[config.mk]
export PLATFORM = sky130hd
export DESIGN_NAME = apb_master_bridge
export DESIGN_NICKNAME = d
export VERILOG_FILES = /design/src/rtl/apb_master_bridge.sv
export SDC_FILE = /design/constraint.sdc
export NUM_CORES = 1
export LEC_CHECK = 0
export ABC_AREA = 1
export CORE_ASPECT_RATIO = 0.6
export CORE_UTILIZATION = 45
export CTS_CLUSTER_DIAMETER = 80
export DETAILED_ROUTE_END_ITERATION = 10
export GPL_TIMING_DRIVEN = 1
export PLACE_DENSITY = 0.92
export SLEW_MARGIN = 20
export SYNTH_ARGS = -nofsm -noshare
export SYNTH_HDL_FRONTEND = slang
export SYNTH_SLANG_ARGS = --single-unit
[constraint.sdc]
create_clock -name clk -period 4.2 [get_ports clk]
set_input_delay 0.42 -clock clk [delete_from_list [all_inputs] [get_ports clk]]
set_output_delay 0.42 -clock clk [all_outputs]
set_load 0.05 [all_outputs]
[src/rtl/apb_master_bridge.sv]
// Request/response to APB master bridge: one transfer at a time through IDLE/SETUP/ACCESS/RESP,
// with an optional ACCESS-phase wait timeout that returns an error response.
module apb_master_bridge #(
    parameter int unsigned TIMEOUT = 255
) (
    input  logic        clk,
    input  logic        rstn,
    input  logic        req_valid,
    output logic        req_ready,
    input  logic        req_wr,
    input  logic [31:0] req_addr,
    input  logic [31:0] req_wdata,
    output logic        resp_valid,
    input  logic        resp_ready,
    output logic [31:0] resp_rdata,
    output logic        resp_err,
    output logic        m_pwrite,
    output logic [31:0] m_pwdata,
    output logic [31:0] m_paddr,
    output logic        m_penable,
    output logic        m_psel,
    input  logic        m_pready,
    input  logic [31:0] m_prdata
);

    localparam int unsigned CNT_W   = (TIMEOUT > 2) ? $clog2(TIMEOUT) : 1;
    localparam int unsigned LAST    = (TIMEOUT == 0) ? 0 : TIMEOUT - 1;
    localparam logic [31:0] ERR_PAT = 32'hdeadbeef;

    typedef enum logic [1:0] {
        IDLE,
        SETUP,
        ACCESS,
        RESP
    } state_t;

    state_t           state;
    state_t           state_nxt;
    logic [CNT_W-1:0] wait_cnt;
    logic             timeout_hit;

    // The abort condition only matters while m_pready is low; a ready response always wins.
    assign timeout_hit = (TIMEOUT != 0) && (wait_cnt == CNT_W'(LAST));

    always_ff @(posedge clk or negedge rstn) begin
        if (!rstn) begin
            state <= IDLE;
        end else begin
            state <= state_nxt;
        end
    end

    // APB strobes are decoded from the state so reset drops them without waiting for an edge.
    always_comb begin
        state_nxt  = state;
        req_ready  = 1'b0;
        m_psel     = 1'b0;
        m_penable  = 1'b0;
        resp_valid = 1'b0;
        case (state)
            IDLE: begin
                req_ready = 1'b1;
                if (req_valid) state_nxt = SETUP;
            end
            SETUP: begin
                m_psel    = 1'b1;
                state_nxt = ACCESS;
            end
            ACCESS: begin
                m_psel    = 1'b1;
                m_penable = 1'b1;
                if (m_pready || timeout_hit) state_nxt = RESP;
            end
            RESP: begin
                resp_valid = 1'b1;
                if (resp_ready) state_nxt = IDLE;
            end
            default: state_nxt = IDLE;
        endcase
    end

    // Wait counter is held at zero outside ACCESS, so it starts from zero on every entry.
    always_ff @(posedge clk or negedge rstn) begin
        if (!rstn) begin
            wait_cnt <= '0;
        end else if (state != ACCESS) begin
            wait_cnt <= '0;
        end else if (!m_pready) begin
            wait_cnt <= wait_cnt + CNT_W'(1);
        end
    end

    always_ff @(posedge clk or negedge rstn) begin
        if (!rstn) begin
            m_pwrite   <= 1'b0;
            m_paddr    <= '0;
            m_pwdata   <= '0;
            resp_rdata <= '0;
            resp_err   <= 1'b0;
        end else begin
            if (state == IDLE && req_valid) begin
                m_pwrite <= req_wr;
                m_paddr  <= req_addr;
                m_pwdata <= req_wdata;
            end
            if (state == ACCESS) begin
                if (m_pready) begin
                    resp_rdata <= m_pwrite ? 32'h0 : m_prdata;
                    resp_err   <= 1'b0;
                end else if (timeout_hit) begin
                    resp_rdata <= ERR_PAT;
                    resp_err   <= 1'b1;
                end
            end
        end
    end

endmodule

==> results.cfg, run 1 <==
[status]
outcome = finished clean

[placed_design]
dp_slack_ps = 1710
globalplace.congestion = 0.883
placed_area_um2 = 6590
half_perimeter_wire_length_of_the_detailed_placement_result_um = 8200
buffer_ports.inserted = 203
numPlacedInstances = 680

[critical_path]
rrSetupSlack_ps = 1870
rr_worst_depth = 5
critical_path.reg2reg.startpoint = state[0]
cp_max_fanout = 11
worst_setup_path_end_kind = primary output
critical_path.cell_chain = inv_1, ha_1, clkdlybuf4s50_1
worst_ep_required_time_ps = 3780
cp-start-kind = register
crit_type = reg -> out
worstSetupStartpoint = state[0]
timing.critical_path.arrival_ps = 2270
cp_max_stage_delay_ps = 910
r2r_end = m_paddr[18]
critical_path.slowest_cell = clkdlybuf4s50_1

[cells_and_area]
multi_input_comb_area_um2 = 1610
post_route_cells_drive_above_1_share_pct = 20.7
area_added_between_synthesis_and_finish_pct = 52.3
final_area_um2 = 6870
layout_commonest_cell = clkdlybuf4s50_1
insertedDiodeCount = 0
most-common-layout-cells = clkdlybuf4s50_1, dfrtp_1, mux2_2
post_layout_nonfiller_instances = 696
nNetsFinal = 669
register_area_um2 = 2700
final.fill_count = 614
final_util_pct = 72.7

[synthesis]
ys_warn_count = 0
post_synth.cell_area_avg_um2 = 12.5
netlist_instances = 362
combined_area_of_all_synthesized_cells_um2 = 4510
ys_seq_elements = 108
synth_sequential_area_ratio_pct = 59.9
post_synth_num_cell_types = 31
net_count_after_synthesis = 470

[cts]
cts_tree = done
clock_tree.buffer_depth = 2
cts_root_buf = clkbuf_16
post_cts_resized = 0
clkSlewWorstSetupHoldPaths_ps = 70
postCtsSetupRepairBufs = 0
tritoncts.num_buffers = 9
clock_latency_ps = 330
htreeDepth = 3
clkSinkCount = 108
post_cts_hold_buffer_count = 0

[sta]
timing.setup.tns_ps = 0
worst_slack_setup_final_ps = 1510
hold_violations = 0
finalClockSkew_ps = 2.98
grt_setup_unrepaired = false
holdWs_ps = 210
setup_violations = 0
slew-limit-headroom_pct = 31.2
tightest_slew_ps = 1030
layout_min_cycle_time_ps = 2690
layout_worst_path_cycle_share_pct = 64.1
timing_max_transition_violations_final = 0
achievable-frequency_ghz = 0.372

[detailed_routing]
detailedRoute.firstPassIterationCount = 4
ant_nets = 0
final_routed_drc_violation_total = 0
wire_per_inst_um = 15.8
finalWirelength_um = 11000
viasPerCell = 4.89
dr_total_vias = 3406
dr.first_iter.drc_count = 169

[power_and_ir_drop]
power_density_nw_per_um2 = 945
power.ir.vdd_worst_mv = 0.790
p_total_mw = 6.49
leakagePower_nw = 2.97

[global_routing]
grt-ovfl-total = 0
antenna_found_initial = 0
first_pass_grt_wire_length_um = 17900
grt_use_total_pct = 21.9
pin_count_of_the_biggest_net_entering_global_routing = 76
number_of_global_route_vias_before_repair = 3477

[hold_path]
worst_hold_path_type = in -> async

[floorplan]
die_height_um = 79.6
die_w_um = 131
placementRows = 27
die_area_um2 = 10400
io_pins = 204
core_region_area_um2 = 9460
start_util_pct = 47.7

[run]
timing.max_cap.violations = 0
-- cell usage after synthesis, drive strengths merged --
| library cell | instances | area, um^2 |
|---|---|---|
| clkinv | 1 | 3.75 |
| ha | 6 | 75.1 |
| buf | 14 | 129 |
| dfrtp | 108 | 2700 |
| o211ai | 1 | 7.51 |
| o31ai | 1 | 7.51 |
| a21oi | 30 | 169 |
| o22ai | 1 | 6.26 |
| clkbuf | 4 | 15.0 |
| nand3 | 13 | 65.1 |
| mux2 | 64 | 721 |
| nand2 | 62 | 262 |
| nor3b | 1 | 7.51 |
| a31oi | 1 | 6.26 |
| or2 | 1 | 6.26 |
| nor2 | 11 | 43.8 |
| o21bai | 2 | 15.0 |
| nand4 | 2 | 12.5 |
| nor3 | 1 | 5.00 |
| inv | 15 | 56.3 |
| o21ai | 23 | 198 |
-- cell families (layout without fill, tap and decap cells) --
logic type      Yosys count  in the layout  share of synthesized area, %
compound gates           59             59                          9.07
fa+ha+maj                 6              6                          1.66
buf+inv                  34            238                          4.52
flops                   108            108                          59.9
mux                      64             64                          16.0
simple gates             91             91                          8.90
-- per-layer routing --
metal  share of wire [%]  wire length, um  track usage [%]  vias up
li1                    -                -                -     1617
met1                  44             4790             28.5     1643
met3                 7.2              794             6.29       14
met5                   0                0                0        -
met4                 1.2              134             5.35        0
met2                  48             5270             36.5      132
-- area by class of cell --
type	instances	share of cell area, %
clock buffer	10	3.48
sequential	108	39.3
multi-input combinational	220	23.4
inverter	16	0.874
timing repair buffer	206	29.9
tap	130	2.37
clock inverter	6	0.710
-- critical path, delay by kind of cell, from the launching register on --
kind	cells	cell delay, ps
DFF	1	410
buffers and inverters	2	1040
adders and majority gates	1	500
-- how the worst max path moves through the flow --
stage / end
3_3_place_gp: m_paddr[7]
3_5_place_dp: m_paddr[18]
6_report: m_penable
4_1_cts: m_penable
5_1_grt: m_penable
2_1_floorplan: m_paddr[24]
-- registers in the layout, summed over array words and instances, names as in the netlist --
name,count
m_paddr,32
m_pwdata,32
resp_rdata,32
wait_cnt,8
state,2
m_pwrite,1
resp_err,1
-- power breakdown --
part           internal (mW)  switching [mW]
Sequential              1.53           0.257
Clock                  0.424           0.371
Combinational           1.38            2.53
Total                   3.34            3.16
Note: power is estimated with default switching activity, not from simulation.
==> inputs of run 2 (changes only) <==
- CORE_UTILIZATION: 45 -> 42
- PLACE_DENSITY: 0.92 -> 0.87
- clock period: 4.2 -> 2.6 ns (I/O delays scaled with it)
==> run 2 against run 1 <==
Net effect: via count about the same; core utilization decreased by 4.6 points; clock skew increased by 5.2 ps; global-route usage decreased by 2.3 points; worst hold slack got worse by 190 ps; sequential share of layout area decreased by 0.22 points; count of clock-buffer cells in the layout increased by 1; first-iteration DRC count decreased by 18%; highest routed layer unchanged; routed wire length decreased by 0.58%; final area increased by 0.56%.
==> results.cfg, run 2 (synthesis gave the netlist of run 1 again) <==
[status]
outcome = finished clean

[cts]
post_cts_hold_buffer_count = 0
post_cts_resized = 0
clkSlewWorstSetupHoldPaths_ps = 70
cts_root_buf = clkbuf_16
postCtsSetupRepairBufs = 0
htreeDepth = 3
clock_tree.buffer_depth = 2
clkSinkCount = 108
tritoncts.num_buffers = 9
cts_tree = done
clock_latency_ps = 330

[cells_and_area]
most-common-layout-cells = clkdlybuf4s50_1, dfrtp_1, mux2_2
post_route_cells_drive_above_1_share_pct = 20.7
layout_commonest_cell = clkdlybuf4s50_1
post_layout_nonfiller_instances = 701
reg_top3 = m_paddr (32), m_pwdata (32), resp_rdata (32)
final_area_um2 = 6910
final.fill_count = 762
nNetsFinal = 669
area_added_between_synthesis_and_finish_pct = 53.2
final_util_pct = 68.0
insertedDiodeCount = 0

[floorplan]
placementRows = 28
die_height_um = 82.3
core_region_area_um2 = 10200
start_util_pct = 44.4
die_w_um = 136
io_pins = 204
die_area_um2 = 11200

[global_routing]
grt.busiest_layer = met2
grtUsageMet3_pct = 6.17
number_of_global_route_vias_before_repair = 3450
grt_use_total_pct = 19.6
antenna_found_initial = 0
first_pass_grt_wire_length_um = 17000
grt_util_met1_pct = 25.6
met2_track_utilization_from_global_routing_pct = 32.0
grt-ovfl-total = 0
pin_count_of_the_biggest_net_entering_global_routing = 64

[critical_path]
rr_worst_depth = 5
worst_ep_required_time_ps = 2340
cp_max_stage_delay_ps = 810
r2r_end = m_paddr[6]
rrSetupSlack_ps = 770
critical_path.cell_chain = inv_1, ha_1, clkdlybuf4s50_1
crit_type = reg -> out
cp_max_fanout = 3
timing.critical_path.arrival_ps = 1930
worst_setup_path_end_kind = primary output
critical_path.reg2reg.startpoint = state[0]
critical_path.slowest_cell = clkdlybuf4s50_1
cp-start-kind = register

[detailed_routing]
wire_per_inst_um = 15.6
ant_nets = 0
final_routed_drc_violation_total = 0
viasPerCell = 4.86
dr_total_vias = 3405
finalWirelength_um = 10900
dr.first_iter.drc_count = 139
detailedRoute.firstPassIterationCount = 4

[sta]
setup_violations = 0
achievable-frequency_ghz = 0.457
layout_worst_path_cycle_share_pct = 84.1
holdWs_ps = 18.9
grt_setup_unrepaired = false
layout_min_cycle_time_ps = 2190
finalClockSkew_ps = 8.22
timing.setup.tns_ps = 0
tightest_slew_ps = 971
hold_violations = 0
timing_max_transition_violations_final = 0
slew-limit-headroom_pct = 35.2
worst_slack_setup_final_ps = 414

[placed_design]
placed_area_um2 = 6620
half_perimeter_wire_length_of_the_detailed_placement_result_um = 8090
buffer_ports.inserted = 203
numPlacedInstances = 685
globalplace.congestion = 0.821
dp_slack_ps = 643

[hold_path]
worst_hold_path_type = in -> async

[run]
timing.max_cap.violations = 0

[power_and_ir_drop]
power_density_nw_per_um2 = 1520
power.ir.vdd_worst_mv = 1.10
leakagePower_nw = 2.98
p_total_mw = 10.5
[run 2: report_power, final]
group / total [mW] / switching (mW) / internal, mW
Sequential: 2.90 / 0.426 / 2.47
Combinational: 6.31 / 4.07 / 2.24
Clock: 1.32 / 0.606 / 0.715
Total: 10.5 / 5.10 / 5.43
[run 2: worst max-delay path by stage]
stage | cells after the start | start | to
finish | 3 | state[0] | m_psel
global route | 3 | state[0] | m_psel
CTS | 3 | state[0] | m_psel
detailed placement | 6 | m_pready | resp_rdata[5]
global placement | 6 | m_pready | resp_rdata[30]
floorplan | 6 | state[0] | m_paddr[24]
[run 2: area by class of cell]
type / count / area [um^2] / area share (%)
timing repair buffer: 206 / 2080 / 30.0
inverter: 16 / 60.1 / 0.869
tap: 135 / 169 / 2.44
clock inverter: 5 / 42.5 / 0.615
sequential: 108 / 2700 / 39.1
multi-input combinational: 220 / 1610 / 23.3
clock buffer: 11 / 253 / 3.66
[run 2: worst max-delay path, delay by kind of cell, from the launching register on]
family	cells	cell delay (ps)
flops	1	380
buf+inv	2	910
fa+ha+maj	1	310
[run 2: layer usage]
| layer | wire, um | vias up |
|---|---|---|
| li1 | - | 1625 |
| met1 | 4660 | 1638 |
| met2 | 5230 | 134 |
| met3 | 923 | 8 |
| met4 | 108 | 0 |
| met5 | 0 | - |
